File: src/rtl/decode_pkg.sv
// Shared encodings for the RV32I decode stage: opcodes, ALU operation codes,
// operand-A select values and the decoded-slot record.
package decode_pkg;

  localparam logic [6:0] R_TYPE = 7'b0110011;
  localparam logic [6:0] I_TYPE = 7'b0010011;
  localparam logic [6:0] STORE  = 7'b0100011;
  localparam logic [6:0] LOAD   = 7'b0000011;
  localparam logic [6:0] BRANCH = 7'b1100011;
  localparam logic [6:0] JALR   = 7'b1100111;
  localparam logic [6:0] JAL    = 7'b1101111;
  localparam logic [6:0] AUIPC  = 7'b0010111;
  localparam logic [6:0] LUI    = 7'b0110111;

  localparam logic [5:0] ALU_ADD  = 6'b000000;
  localparam logic [5:0] ALU_SUB  = 6'b001000;
  localparam logic [5:0] ALU_SLL  = 6'b000001;
  localparam logic [5:0] ALU_SLT  = 6'b000010;
  localparam logic [5:0] ALU_SLTU = 6'b000011;
  localparam logic [5:0] ALU_XOR  = 6'b000100;
  localparam logic [5:0] ALU_SRL  = 6'b000101;
  localparam logic [5:0] ALU_SRA  = 6'b001101;
  localparam logic [5:0] ALU_OR   = 6'b000110;
  localparam logic [5:0] ALU_AND  = 6'b000111;
  localparam logic [5:0] ALU_BEQ  = 6'b010000;
  localparam logic [5:0] ALU_BNE  = 6'b010001;
  localparam logic [5:0] ALU_BLT  = 6'b010100;
  localparam logic [5:0] ALU_BGE  = 6'b010101;
  localparam logic [5:0] ALU_BLTU = 6'b010110;
  localparam logic [5:0] ALU_BGEU = 6'b010111;
  localparam logic [5:0] ALU_JAL  = 6'b011111;
  localparam logic [5:0] ALU_JALR = 6'b111111;

  localparam logic [1:0] OPA_RS1 = 2'b00;
  localparam logic [1:0] OPA_PC  = 2'b01;
  localparam logic [1:0] OPA_PC4 = 2'b10;

  localparam logic [6:0] FUNCT7_BASE = 7'b0000000;
  localparam logic [6:0] FUNCT7_ALT  = 7'b0100000;

  typedef struct packed {
    logic [4:0]  write_sel;
    logic        wen;
    logic        branch_op;
    logic        next_pc_select;
    logic [31:0] imm32;
    logic [1:0]  op_a_sel;
    logic        op_b_sel;
    logic [5:0]  alu_control;
    logic        mem_wen;
    logic        wb_sel;
    logic        illegal;
  } decode_t;

  // Instruction classes that read rs1 / rs2 (drives load-use detection).
  function automatic logic uses_rs1(input logic [6:0] opcode);
    return (opcode == R_TYPE) || (opcode == I_TYPE) || (opcode == LOAD) ||
           (opcode == STORE) || (opcode == BRANCH) || (opcode == JALR);
  endfunction

  function automatic logic uses_rs2(input logic [6:0] opcode);
    return (opcode == R_TYPE) || (opcode == STORE) || (opcode == BRANCH);
  endfunction

endpackage

File: src/rtl/decode_comb.sv
// Pure combinational RV32I decoder: instruction word -> control fields,
// sign-extended immediate and illegal flag.
module decode_comb
  import decode_pkg::*;
#(
  parameter bit ZERO_REG_WEN = 1'b1
) (
  input  logic [31:0] instruction,
  output decode_t     dec
);

  logic [6:0]  opcode;
  logic [2:0]  funct3;
  logic [6:0]  funct7;
  logic [31:0] imm_i, imm_s, imm_b, imm_j, imm_u;

  assign opcode = instruction[6:0];
  assign funct3 = instruction[14:12];
  assign funct7 = instruction[31:25];

  assign imm_i = {{20{instruction[31]}}, instruction[31:20]};
  assign imm_s = {{20{instruction[31]}}, instruction[31:25], instruction[11:7]};
  assign imm_b = {{19{instruction[31]}}, instruction[31], instruction[7],
                  instruction[30:25], instruction[11:8], 1'b0};
  assign imm_j = {{11{instruction[31]}}, instruction[31], instruction[19:12],
                  instruction[20], instruction[30:21], 1'b0};
  assign imm_u = {instruction[31:12], 12'b0};

  // Per-opcode field decode, then illegal and x0 write-enable suppression.
  always_comb begin
    dec           = '0;
    dec.write_sel = instruction[11:7];
    unique case (opcode)
      R_TYPE: begin
        dec.wen         = 1'b1;
        dec.alu_control = {2'b00, funct7 == FUNCT7_ALT, funct3};
        dec.illegal     = (funct7 != FUNCT7_BASE) && (funct7 != FUNCT7_ALT);
      end
      I_TYPE: begin
        dec.wen         = 1'b1;
        dec.op_b_sel    = 1'b1;
        dec.imm32       = imm_i;
        // Only srai uses the alternate funct7; for other ops those bits are immediate.
        dec.alu_control = {2'b00, (funct3 == 3'b101) && (funct7 == FUNCT7_ALT), funct3};
        dec.illegal     = ((funct3 == 3'b001) && (funct7 != FUNCT7_BASE)) ||
                          ((funct3 == 3'b101) && (funct7 != FUNCT7_BASE) &&
                           (funct7 != FUNCT7_ALT));
      end
      LOAD: begin
        dec.wen      = 1'b1;
        dec.op_b_sel = 1'b1;
        dec.wb_sel   = 1'b1;
        dec.imm32    = imm_i;
      end
      STORE: begin
        dec.mem_wen  = 1'b1;
        dec.op_b_sel = 1'b1;
        dec.imm32    = imm_s;
      end
      BRANCH: begin
        dec.branch_op      = 1'b1;
        dec.next_pc_select = 1'b1;
        dec.imm32          = imm_b;
        dec.alu_control    = {3'b010, funct3};
        dec.illegal        = (funct3 == 3'b010) || (funct3 == 3'b011);
      end
      JAL: begin
        dec.wen            = 1'b1;
        dec.next_pc_select = 1'b1;
        dec.op_a_sel       = OPA_PC4;
        dec.imm32          = imm_j;
        dec.alu_control    = ALU_JAL;
      end
      JALR: begin
        dec.wen            = 1'b1;
        dec.next_pc_select = 1'b1;
        dec.op_a_sel       = OPA_PC4;
        dec.imm32          = imm_i;
        dec.alu_control    = ALU_JALR;
      end
      AUIPC: begin
        dec.wen      = 1'b1;
        dec.op_a_sel = OPA_PC;
        dec.op_b_sel = 1'b1;
        dec.imm32    = imm_u;
      end
      LUI: begin
        // Executed as x0 + imm; execute ignores the rs1 read.
        dec.wen      = 1'b1;
        dec.op_a_sel = OPA_RS1;
        dec.op_b_sel = 1'b1;
        dec.imm32    = imm_u;
      end
      default: dec.illegal = 1'b1;
    endcase
    // Trapping instructions must not update architectural state.
    if (dec.illegal) begin
      dec.wen     = 1'b0;
      dec.mem_wen = 1'b0;
    end
    if (ZERO_REG_WEN && (dec.write_sel == 5'd0)) dec.wen = 1'b0;
  end

endmodule

File: src/rtl/decode_stage_pipelined.sv
// Registered, valid/ready handshaked RV32I decode stage with one output slot,
// load-use bubble insertion, flush and illegal-instruction flagging.
module decode_stage_pipelined
  import decode_pkg::*;
#(
  parameter int ADDRESS_BITS  = 16,
  parameter bit HAZARD_DETECT = 1'b1,
  parameter bit ZERO_REG_WEN  = 1'b1
) (
  input  logic                    clock,
  input  logic                    reset,
  input  logic                    in_valid,
  output logic                    in_ready,
  input  logic [ADDRESS_BITS-1:0] PC,
  input  logic [31:0]             instruction,
  input  logic                    flush,
  output logic                    out_valid,
  input  logic                    out_ready,
  output logic [4:0]              read_sel1,
  output logic [4:0]              read_sel2,
  output logic [ADDRESS_BITS-1:0] out_PC,
  output logic [4:0]              write_sel,
  output logic                    wEn,
  output logic                    branch_op,
  output logic                    next_PC_select,
  output logic [31:0]             imm32,
  output logic [1:0]              op_A_sel,
  output logic                    op_B_sel,
  output logic [5:0]              ALU_Control,
  output logic                    mem_wEn,
  output logic                    wb_sel,
  output logic                    illegal
);

  decode_t                 dec_next;
  decode_t                 slot;
  logic [ADDRESS_BITS-1:0] pc_q;
  logic                    valid_q;
  logic                    hazard;
  logic                    accept;
  logic [6:0]              in_opcode;

  decode_comb #(.ZERO_REG_WEN(ZERO_REG_WEN)) u_decode_comb (
    .instruction (instruction),
    .dec         (dec_next)
  );

  assign in_opcode = instruction[6:0];
  assign read_sel1 = instruction[19:15];
  assign read_sel2 = instruction[24:20];

  // Load-use: a pending load in the slot whose rd feeds the incoming instruction.
  always_comb begin
    hazard = 1'b0;
    if (HAZARD_DETECT && valid_q && slot.wb_sel && (slot.write_sel != 5'd0) && in_valid) begin
      hazard = (uses_rs1(in_opcode) && (instruction[19:15] == slot.write_sel)) ||
               (uses_rs2(in_opcode) && (instruction[24:20] == slot.write_sel));
    end
  end

  assign in_ready = !flush && !hazard && (!valid_q || out_ready);
  assign accept   = in_valid && in_ready;

  // Slot register: flush beats accept beats drain; otherwise hold.
  always_ff @(posedge clock or negedge reset) begin
    if (!reset) begin
      valid_q <= 1'b0;
      slot    <= '0;
      pc_q    <= '0;
    end else if (flush) begin
      valid_q <= 1'b0;
    end else if (accept) begin
      valid_q <= 1'b1;
      slot    <= dec_next;
      pc_q    <= PC;
    end else if (valid_q && out_ready) begin
      valid_q <= 1'b0;
    end
  end

  assign out_valid      = valid_q;
  assign out_PC         = pc_q;
  assign write_sel      = slot.write_sel;
  assign wEn            = slot.wen;
  assign branch_op      = slot.branch_op;
  assign next_PC_select = slot.next_pc_select;
  assign imm32          = slot.imm32;
  assign op_A_sel       = slot.op_a_sel;
  assign op_B_sel       = slot.op_b_sel;
  assign ALU_Control    = slot.alu_control;
  assign mem_wEn        = slot.mem_wen;
  assign wb_sel         = slot.wb_sel;
  assign illegal        = slot.illegal;

endmodule

File: config.mk
export PLATFORM = sky130hd
export DESIGN_NAME = decode_stage_pipelined
export DESIGN_NICKNAME = d
export VERILOG_FILES = /design/src/rtl/decode_pkg.sv /design/src/rtl/decode_comb.sv /design/src/rtl/decode_stage_pipelined.sv
export SDC_FILE = /design/constraint.sdc
export NUM_CORES = 1
export LEC_CHECK = 0
export ABC_AREA = 1
export BUFFER_PORTS_ARGS = -buffer_cell sky130_fd_sc_hd__buf_2
export CELL_PAD_IN_SITES_DETAIL_PLACEMENT = 1
export CELL_PAD_IN_SITES_GLOBAL_PLACEMENT = 1
export CORE_MARGIN = 10
export CORE_UTILIZATION = 38
export CTS_CLUSTER_SIZE = 40
export DETAILED_ROUTE_END_ITERATION = 16
export HOLD_SLACK_MARGIN = 0.15
export PLACE_DENSITY_LB_ADDON = 0.12
export SYNTH_ARGS = -nofsm -noshare
export SYNTH_HDL_FRONTEND = slang
export SYNTH_SLANG_ARGS = --single-unit
File: constraint.sdc
create_clock -name clock -period 2.9 [get_ports clock]
set_clock_uncertainty 0.15 [all_clocks]
set_input_delay 0.29 -clock clock [delete_from_list [all_inputs] [get_ports clock]]
set_output_delay 0.29 -clock clock [all_outputs]
set_load 0.005 [all_outputs]
-- After elaboration in Yosys (flattened, before gate mapping)
Cells that the tools add are included.
- input bits: 53
- flip-flop bits (word level): 69
- bitwise logic cells: 1
- equal/unequal tests: 17
- muxes and demuxes: 17
- reductions and logical operators: 40
- operators by type and width (kind ; number):
    case mux 32 bit (5 select lines) ; 1
    case mux 6 bit (5 select lines) ; 1
    == test 7 x 6 -> 1 bit, second input constant ; 4
    == test 7 bit, second input constant ; 3
    == test 7 x 5 -> 1 bit, second input constant ; 2
    logical AND 1 bit ; 14
    two-way mux 1 bit ; 13
    logical OR 1 bit ; 11
    == test 5 bit ; 2
    == test 7 x 2 -> 1 bit, second input constant ; 1
    != test 7 x 6 -> 1 bit, second input constant ; 1
    nonzero test 7 bit ; 1
    OR reduction 7 bit ; 1
    == test 3 x 2 -> 1 bit, second input constant ; 2
    OR reduction 3 bit ; 2
    OR reduction 6 bit ; 1
    logical NOT 5 bit ; 1
    nonzero test 5 bit ; 1
    OR reduction 5 bit ; 1
    case mux 1 bit (4 select lines) ; 1
    case mux 2 bit (2 select lines) ; 1
    OR reduction 2 bit ; 2
    == test 3 x 1 -> 1 bit, second input constant ; 1
    == test 3 bit, second input constant ; 1
    4 further kinds ; 6

-- Depth between registers and ports, before layout
Gate-level depths: netlist of the first run.
- word-level depth: 15
- gate-level depth with buffers: 14
- gate-level depth less buffers: 12

-- Modules after synthesis
From an unflattened synthesis of the first run, not the netlist that was laid out.
- cells, all modules: 535
- area, all modules: 4025.1 um^2
- by module, submodules not included (module ; instances ; sequential area each (um^2) ; cells an instance ; area each (um^2)):
    decode_stage_pipelined ; 1 ; 1726.7 ; 377 ; 3186.8
    decode_comb ; 1 ; 0.0 ; 158 ; 838.3

-- Worst setup path after synthesis of the first run
No wires, ideal clock.
- path kind: reg-to-reg
- start: register valid_q (netlist: out_valid)
- end: register slot (netlist bit imm32[13])
- library setup time: 0.067 ns
- cell stages (with the launch flop): 6
- data required time: 2.683 ns
- setup slack: 1.139 ns
- period minus slack after synthesis: 1.761 ns
- arrival: 1.545 ns
- cell sequence: dfrtp_1 > a21oi_1 > clkbuf_1 > clkbuf_1 > nand4_1 > nand2_1
- cells in the longest elaborated chain, start to end: 9
- elaborated cells on any way between the ends: 11
- classes of those cells: mux: 1; reduce/logical: 10
- RTL lines (what ; line ; text):
    start: declaration ; decode_stage_pipelined.sv:38 ; logic valid_q;
    start signal: assignment ; decode_stage_pipelined.sv:67 ; valid_q <= 1'b0;
    start signal: assignment ; decode_stage_pipelined.sv:71 ; valid_q <= 1'b0;
    start signal: assignment ; decode_stage_pipelined.sv:73 ; valid_q <= 1'b1;
    logical AND 1 bit (3 in series) ; decode_stage_pipelined.sv:55 ; if (HAZARD_DETECT && valid_q && slot.wb_sel && (slot.write_sel != 5'd0) && in_valid) begin
    two-way mux 1 bit ; decode_stage_pipelined.sv:55 ;
    logical NOT 1 bit ; decode_stage_pipelined.sv:61 ; assign in_ready = !flush && !hazard && (!valid_q || out_ready);
    logical AND 1 bit ; decode_stage_pipelined.sv:61 ;
    logical AND 1 bit (*) ; decode_stage_pipelined.sv:61 ;
    logical AND 1 bit (*) ; decode_stage_pipelined.sv:62 ; assign accept = in_valid && in_ready;
    AND reduction 2 bit (no line) (*) ; - ;
    end signal: assignment ; decode_stage_pipelined.sv:74 ; slot <= dec_next;
    end: declaration ; decode_stage_pipelined.sv:36 ; decode_t slot;
Mark *: on every way between the ends. The rest lies on a longest branch, timed or not.
A chain may end at the register's enable or synchronous reset.

-- Worst setup path in the final report of the first run
- start: register slot (netlist bit write_sel[3])
- end: register valid_q (netlist: out_valid)
- cells in the longest elaborated chain, start to end: 10
- elaborated cells on any way between the ends: 16
- classes of those cells: eq/ne: 2; mux: 3; reduce/logical: 11
- RTL lines (what ; line ; text):
    == test 5 bit (tied with other cells) ; decode_stage_pipelined.sv:56 ; hazard = (uses_rs1(in_opcode) && (instruction[19:15] == slot.write_sel)) ||
    logical AND 1 bit (on tied branches) ; decode_stage_pipelined.sv:56, decode_stage_pipelined.sv:55, decode_stage_pipelined.sv:57 ;
    logical OR 1 bit / logical AND 1 bit (equally long branches) ; decode_stage_pipelined.sv:56, decode_stage_pipelined.sv:55 ;
    two-way mux 1 bit (*) ; decode_stage_pipelined.sv:55 ;
    logical NOT 1 bit (*) ; decode_stage_pipelined.sv:61 ;
    logical AND 1 bit (*) (2 in series) ; decode_stage_pipelined.sv:61 ;
    logical AND 1 bit (*) ; decode_stage_pipelined.sv:62 ;
    two-way mux 1 bit ; decode_stage_pipelined.sv:72 ; end else if (accept) begin
    two-way mux 1 bit ; decode_stage_pipelined.sv:70 ; end else if (flush) begin
Marked as above.

==> out/qor.csv, run 1 <==
metric,value,unit
initial_core_util,39.00,%
ys_ff_latch,69,
period_needed,2.651,ns
arrival,2.74,ns
antenna_found_initial,0,
vias,4117,
final_area,4947,µm²
routedWlPerCell,17.99,µm
synth_compound_area_share,3.528,%
crit_chain,inv_1 > nand2_1 > nand2_1 > nor2_1 > nand2_1 > nor2_1 > nand2_1 > nand2_2 > nand2_2 > nand3_2 > buf_4 > o21ai_1 > dlygate4sd3_1,
cp_top_family,buffers and inverters,
cts_buffers,9,
place_hpwl,10460,µm
die_area,14380,µm²
antenna_left,0,
fp.dieW,119.9,µm
period_share,91.41,%
place_area,4471,µm²
r2r_slack,0.25,ns
whs_path_depth,5,
cts_root_buffer,clkbuf_8,
relSlewSlack,49.16,%
cpMostUsedCell,nand2_1,
cts_tree,done,
grt_max_degree,69,
ys_types,26,
multi_input_area,1717,µm²
cp_slowest_stage_delay,0.57,ns
setup_viol,0,
area_growth,30.37,%
core,9729,µm²
hold_path.class,in -> reg,
regArea,1727,µm²
clock_latency,0.36,ns
grt_first_pass_wirelength,23130,µm
postSynthCellCount,527,
power_density,492.1,nW/µm²
fmax,377.2,MHz
n_fill_cell,1278,
maxCapViolations,0,
synth_xor_area_share,0.4616,%
r2r_cells,13,
rows,36,
synth_top_family_by_area,simple AND/OR/NAND/NOR gates,
fin_nets,711,
fin_tns_setup,0,ns
setup.worst_path.class,reg -> reg,
final_layout_size_suffix_gt1_share,25.08,%
r2r-end,out_valid,
worst_pin_slew,0.7626,ns
htree_levels,3,
start_kind,register,
totalWireLength,14300,µm
endpoint_kind,register,
worstHoldStart,instruction[27],
crit_required,2.99,ns
vdd_ir_drop_max,0.0002464,V
synth_adder_area_share,0,%
crit_buf_inv,3,
port-buffer-count,132,
syn_avg_cell_area,7.201,µm²
cts.path.max_buffers,2,
drtIter0Drc,239,
viasPerCell,5.179,
overflow,0,
yosysWarnings,0,
p_leak,3.014,nW
synthSimpleGateAreaFrac,40.95,%
syn_area,3795,µm²
clock_sinks,69,
status,"finished, final reports clean",
ys_seq_area_share,45.50,%
crit_path_max_fanout,25,
antenna_cells,0,
hold_viol,0,
grtUsageTotal,19.70,%
synth.area.mux_share,0,%
grt_setup_unrepaired,false,
drcViolationCount,0,
cpMaxStageDelayCell,dlygate4sd3_1,
cts_hold_buf,24,
gp_congestion,0.9315,
grt_pass1_vias,4490,
num_io_pins,133,
clkSlewWorstSetupHoldPaths,0.08,ns
synth_nets,580,
cts.repair.resized,0,
rr_startpoint,write_sel[3],
holdPathEnd,imm32[7],
drtPass1Iterations,6,
cts_setup_buffers,0,
report.final.slew_viol_count,0,
die_y,119.9,µm
Yosys cell counts:
cell	n	share of area (%)
nand2_1	220	22
dfrtp_1	69	45
nand4_1	62	10
inv_1	36	3.6
nand3_1	31	4.1
nor2_1	24	2.4
clkbuf_1	14	1.4
a21oi_1	13	1.7
buf_4	10	2.0
buf_1	8	0.79
buf_2	8	1.1
o21ai_0	7	0.92
nand2_2	4	0.66
nor3_1	4	0.53
buf_6	2	0.59
inv_2	2	0.20
nor2_2	2	0.33
o21ai_1	2	0.26
xnor2_1	2	0.46
a21boi_0	1	0.20
a21oi_2	1	0.23
nand3_2	1	0.26
nor2_4	1	0.30
nor3_2	1	0.26
nor4_1	1	0.16
o211ai_1	1	0.20
per-layer routing:
| layer | global-route usage, % | wire (µm) |
|---|---|---|
| met4 | 5.807 | 216 |
| met3 | 4.970 | 810 |
| met2 | 34.35 | 7164 |
| met1 | 23.36 | 6107 |
| met5 | 0 | 0 |
cell usage in the layout, fill, tap and decap left out, types with 3 or more instances in the layout:
cell           instances
buf_4                  5
nor3_1                 4
buf_2                132
dfrtp_1               69
bufinv_16              3
nand4_1               62
dlygate4sd3_1         24
nand2_2                4
nand2_1              220
o21ai_0                7
inv_1                 36
nor2_1                24
clkbuf_8               9
a21oi_1               12
nand3_1               31
power by group:
part | switching, W | internal, W | total (W)
Clock | 0.000389 | 0.000568 | 0.000957
Sequential | 0.0000460 | 0.00103 | 0.00107
Combinational | 0.000244 | 0.000161 | 0.000405
flip-flops by register name, summed over array words and instances (netlist names), 2 cells and up:
register / count
write_sel: 5
imm32: 32
ALU_Control: 6
op_A_sel: 2
out_PC: 16
layout make-up:
class / instances / area share (%)
multi-input combinational: 378 / 34.70
timing repair buffer: 162 / 19.37
sequential: 69 / 34.90
clock inverter: 6 / 2.276
tap: 133 / 3.364
clock buffer: 9 / 2.504
inverter: 38 / 2.883
kinds of logic (layout without fill, tap and decap cells):
logic type / Yosys count / count (layout)
AO/OA/AOI/OAI: 25 / 25
XOR/XNOR: 2 / 2
AND/OR/NAND/NOR: 351 / 351
flip-flops: 69 / 69
buffers and inverters: 80 / 215
worst max-delay path by stage:
stage / end / slack (ns) / start / depth (start not counted)
CTS: out_valid / 0.23 / write_sel[3] / 13
detailed placement: out_PC[1] / 0.51 / instruction[1] / 12
floorplan: imm32[13] / 1.14 / out_valid / 5
global route: out_valid / 0.04 / write_sel[3] / 13
finish: out_valid / 0.25 / write_sel[3] / 13
global placement: next_PC_select / 0.53 / instruction[5] / 11
worst register-to-register path, stage by stage (launching register included):
cell and delay, ns:
dfrtp_1 0.43, inv_1 0.10, nand2_1 0.07, nand2_1 0.05
nor2_1 0.09, nand2_1 0.05, nor2_1 0.11, nand2_1 0.08
nand2_2 0.08, nand2_2 0.22, nand3_2 0.14, buf_4 0.29
o21ai_1 0.12, dlygate4sd3_1 0.57
per-stage QoR:
stage          total power, W  setup slack, ns  std cells  hold slack, ns  utilization (%)
3_3_place_gp         0.001457           0.5290        756          0.2421            45.95
4_1_cts              0.002451           0.2280        795          0.1570            50.85
3_5_place_dp         0.001471           0.5079        756          0.2589            45.95
6_report             0.002434           0.2491        795          0.1621            50.85
2_1_floorplan        0.001270            1.139        527         -0.1556                -
5_1_grt              0.002551          0.04321        795          0.1907            50.85
Power figures use the tool's default switching activity.
==> run 2, diff against run 1 <==
--- a/config.mk
+++ b/config.mk
@@ -15,6 +15,7 @@
 export DETAILED_ROUTE_END_ITERATION = 16
 export HOLD_SLACK_MARGIN = 0.15
 export PLACE_DENSITY_LB_ADDON = 0.12
+export REMOVE_ABC_BUFFERS = 1
 export SYNTH_ARGS = -nofsm -noshare
 export SYNTH_HDL_FRONTEND = slang
 export SYNTH_SLANG_ARGS = --single-unit
==> run 2 against run 1 <==
  * Clock power shrank 5.0%
  * Count of clock-buffer cells in the layout increased by 1
  * Combinational power increased by 1%
  * Non-clock buffer count rose by 3
  * Maximum frequency increased by 1.4%
  * Die area is the same
  * Highest routed layer unchanged
  * Flip-flop and latch count unchanged
  * Critical path type unchanged
  * Global-route usage decreased by 0.092 points
  * Cell count up 0.38%
  * Sequential power about the same
==> out/qor.csv, run 2 (synthesized netlist as in run 1, its figures left out) <==
metric,value,unit,change
hold_path.class,in -> reg,,
p_sw_share,29.00,%,+1.1 points
crit_required,2.99,ns,about the same
report.final.slew_viol_count,0,,unchanged
antenna_left,0,,unchanged
num_io_pins,133,,unchanged
totalWireLength,14270,µm,-0.17%
internal_power,0.001698,W,-3.2%
dp_cells,755,,-0.13%
fin_nets,714,,+0.42%
die_area,14380,µm²,unchanged
cts.path.max_buffers,2,,unchanged
setup.worst_path.class,reg -> reg,,
switching_power,0.0006935,W,+2.1%
worst_pin_slew,0.9046,ns,+0.1421 ns
endpoint_kind,register,,
drtPass1Iterations,5,,-1
power_frac_clock,38.0,%,-1.3 points
grt_max_degree,70,,+1.4%
clock_sinks,69,,unchanged
cts_root_buffer,clkbuf_8,,
cts_buffers,9,,unchanged
crit_start,write_sel[2],,
gp_congestion,0.9274,,-0.44%
core,9729,µm²,unchanged
fmax,382.7,MHz,+1.4%
place_area,4466,µm²,-0.11%
mostFrequentLayoutCells,"nand2_1 (220), buf_2 (131), dfrtp_1 (69)",,
setup_viol,0,,unchanged
drtIter0Drc,228,,-4.6%
total_power,0.002392,W,-1.8%
period_needed,2.613,ns,-0.03763 ns
fin_util,51.26,%,+0.41 points
viasPerCell,5.133,,-0.88%
place_hpwl,9785,µm,-6.5%
cp_top_family,buffers and inverters,,
power_frac_seq,44.8,%,+0.8 points
cts_tree,done,,
htree_levels,3,,unchanged
antenna_cells,0,,unchanged
vdd_ir_drop_max,0.0003021,V,+23%
initial_core_util,39.00,%,unchanged
clock_latency,0.36,ns,about the same
final_common_cell,nand2_1,,
grt_setup_unrepaired,false,,
rr_startpoint,write_sel[2],,
final_layout_size_suffix_gt1_share,24.96,%,-0.11 points
final_area,4987,µm²,+0.81%
pwr-share-comb,17.2,%,+0.6 points
port-buffer-count,132,,unchanged
fin_tns_setup,0,ns,unchanged
period_share,90.11,%,-1.3 points
antenna_found_initial,0,,unchanged
cp_slowest_stage_delay,0.56,ns,about the same
rows,36,,unchanged
power_density,479.6,nW/µm²,-2.5%
cpMostUsedCell,nand2_1,,
grt_pass1_vias,4410,,-1.8%
crit_path_max_fanout,35,,+40%
vias,4096,,-0.51%
arrival,2.71,ns,-0.03 ns
relSlewSlack,39.69,%,-9.5 points
worstHoldStart,instruction[30],,
status,"finished, final reports clean",,
p_leak,3.042,nW,+0.92%
largest_reg_flops,32,,unchanged
die_y,119.9,µm,unchanged
clkSlewWorstSetupHoldPaths,0.08,ns,about the same
crit_buf_inv,4,,+1
routedWlPerCell,17.89,µm,-0.55%
overflow,0,,unchanged
fp.dieW,119.9,µm,unchanged
drcViolationCount,0,,unchanged
grtUsageTotal,19.61,%,-0.092 points
cpMaxStageDelayCell,dlygate4sd3_1,,
grt_first_pass_wirelength,23090,µm,-0.15%
maxCapViolations,0,,unchanged
hold_viol,0,,unchanged
start_kind,register,,
area_growth,31.42,%,
n_fill_cell,1304,,+2.0%
fin_cells,798,,+0.38%
crit_chain,inv_1 > nand2_1 > o21ai_0 > inv_1 > nand2_1 > nor2_1 > nand2_1 > nand2_2 > nand2_4 > nand3_2 > buf_12 > o21ai_1 > dlygate4sd3_1,,
==> run 2: cell type report <==
cell class | instances | area [µm²] | area share (%)
Inverter | 38 | 142.6 | 2.860
Tap cell | 133 | 166.4 | 3.337
Multi-Input combinational cell | 378 | 1722 | 34.52
Timing Repair Buffer | 165 | 1008 | 20.22
Clock buffer | 10 | 137.6 | 2.760
Clock inverter | 5 | 83.83 | 1.681
Sequential cell | 69 | 1727 | 34.62
==> run 2: power groups by stage <==
stage,Clock [W],Sequential (W),Combinational [W]
2_1_floorplan,0,0.00109,0.000143
3_3_place_gp,0,0.00109,0.000366
3_5_place_dp,0,0.00109,0.000379
4_1_cts,0.000929,0.00107,0.000409
5_1_grt,0.000969,0.00108,0.000464
6_report,0.000909,0.00107,0.000410
==> run 2: path summary, 6_finish.rpt <==
| path | end | slack [ns] | cells after the start |
|---|---|---|---|
| worst max-delay path | out_valid | 0.29 | 13 |
| worst min-delay path | imm32[30] | 0.16 | 5 |
| worst max register to register | out_valid | 0.29 | 13 |
| worst min register to register | out_PC[13] | 0.32 | 2 |
| max in group asynchronous | write_sel[3] | 1.56 | 2 |
| min in group asynchronous | imm32[5] | 0.46 | 2 |
==> run 2: layer usage <==
metal	wire [µm]	up-vias	GRT usage (%)	part of all wire (%)
met1	6320	1987	24.80	44
li1	-	1973	-	-
met2	6854	120	31.71	48
met4	247	0	7.466	1.7
met5	0	-	0	0
met3	852	16	4.735	6.0
==> run 2: per-stage QoR <==
stage / worst slack, ns / hold slack [ns]
detailed placement: 0.5848 / 0.3039
CTS: 0.09869 / 0.1521
global placement: 0.7023 / 0.2983
finish: 0.2867 / 0.1618
floorplan: -1.542 / -0.1556
global route: 0.07188 / 0.1863
==> run 2: what timing repair did <==
action / CTS / global route
endpoints found under the hold margin: 93 / 0
buffers inserted: 0 / 0
hold buffers: 27 / 0
setup endpoints to repair: 0 / 1
gates resized for setup: 0 / 1
==> run 2: worst register-to-register path, cell delays in order, from the launching register on <==
cell and delay (ns):
dfrtp_1 0.41, inv_1 0.10, nand2_1 0.07, o21ai_0 0.10, inv_1 0.08, nand2_1 0.05
nor2_1 0.14, nand2_1 0.08, nand2_2 0.10, nand2_4 0.15, nand3_2 0.16, buf_12 0.23
o21ai_1 0.10, dlygate4sd3_1 0.56
==> run 3, diff against run 2 <==
--- a/config.mk
+++ b/config.mk
@@ -7,7 +7,7 @@
 export LEC_CHECK = 0
 export ABC_AREA = 1
 export BUFFER_PORTS_ARGS = -buffer_cell sky130_fd_sc_hd__buf_2
-export CELL_PAD_IN_SITES_DETAIL_PLACEMENT = 1
+export CELL_PAD_IN_SITES_DETAIL_PLACEMENT = 0
 export CELL_PAD_IN_SITES_GLOBAL_PLACEMENT = 1
 export CORE_MARGIN = 10
 export CORE_UTILIZATION = 38
==> run 3 against run 2 <==
  * Setup slack worse by 0.10 ns
  * Combinational power down 3%
  * Final area fell by 0.45%
  * Flip-flop and latch count is the same
  * Non-clock buffer count decreased by 1
  * Maximum frequency shrank 3.7%
  * Via count shrank 3.2%
  * First-iteration DRC count up 30%
  * Routed wire length fell by 9.1%
  * Critical path type unchanged
  * Largest power group unchanged
  * Highest routed layer unchanged
==> out/qor.csv, run 3 (synthesized netlist as in run 1, its figures left out) <==
metric,value,unit,change
total_power,0.002346,W,-1.9%
rr_startpoint,write_sel[3],,
final_layout_size_suffix_gt1_share,24.85,%,-0.11 points
r2r-end,out_valid,,
antenna_left,0,,unchanged
grt_first_pass_wirelength,20500,µm,-11%
drtIter0Drc,296,,+30%
place_area,4466,µm²,unchanged
pwr-share-comb,16.9,%,-0.3 points
fin_nets,713,,-0.14%
clkSlewWorstSetupHoldPaths,0.07,ns,about the same
cts_buffers,9,,unchanged
clock_sinks,69,,unchanged
hold_path.class,in -> reg,,
crit_path_max_fanout,35,,unchanged
fp.dieW,119.9,µm,unchanged
cts_root_buffer,clkbuf_8,,
cts_setup_buffers,0,,unchanged
mostFrequentLayoutCells,"nand2_1 (220), buf_2 (131), dfrtp_1 (69)",,
final_common_cell,nand2_1,,
power_density,472.4,nW/µm²,-1.5%
die_area,14380,µm²,unchanged
start_kind,register,,
period_share,93.55,%,+3.4 points
worstHoldStart,instruction[29],,
p_sw_share,27.80,%,-1.2 points
final_area,4965,µm²,-0.45%
arrival,2.80,ns,+0.09 ns
r2r_slack,0.19,ns,-0.10 ns
antenna_cells,0,,unchanged
grt_max_degree,70,,unchanged
die_y,119.9,µm,unchanged
drtPass1Iterations,5,,unchanged
place_hpwl,8765,µm,-10%
setup_viol,0,,unchanged
cts.path.max_buffers,2,,unchanged
largest_reg_flops,32,,unchanged
rows,36,,unchanged
multi_input_area,1717,µm²,-0.29%
setup.worst_path.class,reg -> reg,,
report.final.slew_viol_count,0,,unchanged
totalWireLength,12980,µm,-9.1%
endpoint_kind,register,,
num_io_pins,133,,unchanged
internal_power,0.001694,W,-0.27%
drcViolationCount,0,,unchanged
port-buffer-count,132,,unchanged
grt_setup_unrepaired,false,,
p_leak,3.023,nW,-0.64%
hold_viol,0,,unchanged
cts_tree,done,,
htree_levels,3,,unchanged
maxCapViolations,0,,unchanged
regArea,1727,µm²,unchanged
period_needed,2.713,ns,+0.09952 ns
initial_core_util,39.00,%,unchanged
endpoint,out_valid,,
power_frac_seq,45.7,%,+0.9 points
grt_pass1_vias,3875,,-12%
crit_required,2.98,ns,about the same
grtUsageTotal,17.35,%,-2.3 points
fin_tns_setup,0,ns,unchanged
power_frac_clock,37.4,%,-0.6 points
fin_cells,797,,-0.13%
viasPerCell,4.972,,-3.1%
n_fill_cell,994,,-24%
crit_start,write_sel[3],,
vdd_ir_drop_max,0.0002551,V,-16%
antenna_found_initial,0,,unchanged
worst_pin_slew,0.9047,ns,+0.0001048 ns
cts.repair.resized,0,,unchanged
vias,3963,,-3.2%
dp_cells,755,,unchanged
status,"finished, final reports clean",,
clock_latency,0.35,ns,about the same
core,9729,µm²,unchanged
relSlewSlack,39.68,%,about the same
area_growth,30.83,%,
switching_power,0.0006519,W,-6.0%
overflow,0,,unchanged
r2r_cells,13,,unchanged
routedWlPerCell,16.28,µm,-9.0%
fmax,368.6,MHz,-3.7%
gp_congestion,0.9274,,unchanged
-- run 3: cell types whose count changed in the layout (fill, tap and decap cells not counted) --
cell and delta:
dlygate4sd3_1 -1, nand2_4 -1, inv_6 -1, clkinv_2 +1, clkbuf_1 +1, nand2_2 +1, clkinvlp_4 -1
-- run 3: cell type report --
type                       instances  share of cell area, %
clock buffer                      11                  2.848
clock inverter                     4                  1.462
inverter                          38                  2.873
multi-input combinational        378                  34.58
sequential                        69                  34.78
tap                              133                  3.352
timing repair buffer             164                  20.11
-- run 3: timing repair --
| item | in CTS | in global routing |
|---|---|---|
| setup endpoints to repair | 0 | 1 |
| hold buffers | 26 | 0 |
| hold endpoints to repair | 92 | 0 |
-- run 3: how the worst min path moves through the flow --
stage / endpoint / cells after the start
after floorplan: ALU_Control[0] / 0
after global placement: out_PC[9] / 2
after detailed placement: out_PC[13] / 2
after CTS: imm32[9] / 5
after global routing: imm32[8] / 5
final: imm32[9] / 5
-- run 3: metrics by stage --
step	hold slack [ns]	setup WS, ns	utilization, %
floorplan	-0.1556	-1.542	-
global placement	0.2983	0.7023	45.90
detailed placement	0.3030	0.6593	45.90
CTS	0.1514	0.1113	50.77
global route	0.1851	0.02941	51.03
finish	0.1589	0.1872	51.03
-- run 3: critical path: stages (launching register included) --
cell	delay (ns)
dfrtp_1	0.44
inv_1	0.10
nand2_1	0.06
nand2_1	0.05
nor2_1	0.10
nand2_1	0.05
nor2_1	0.16
nand2_1	0.09
nand2_2	0.09
nand2_2	0.23
nand3_2	0.21
buf_12	0.22
o21ai_1	0.08
dlygate4sd3_1	0.55
-- run 3: power by group through the flow --
stage,logic [W],registers (W),clock network (W)
floorplan,0.000143,0.00109,0
CTS,0.000397,0.00107,0.000900
finish,0.000396,0.00107,0.000877
global route,0.000448,0.00108,0.000934
global placement,0.000366,0.00109,0
detailed placement,0.000369,0.00109,0
-- run 3: layer usage --
metal  track usage, %  routed length [µm]  vias up
li1                 -                   -     1982
met1            23.32                6140     1835
met2            26.51                5837      130
met3            5.110                 822       16
met4            4.827                 174        0
met5                0                   0        -
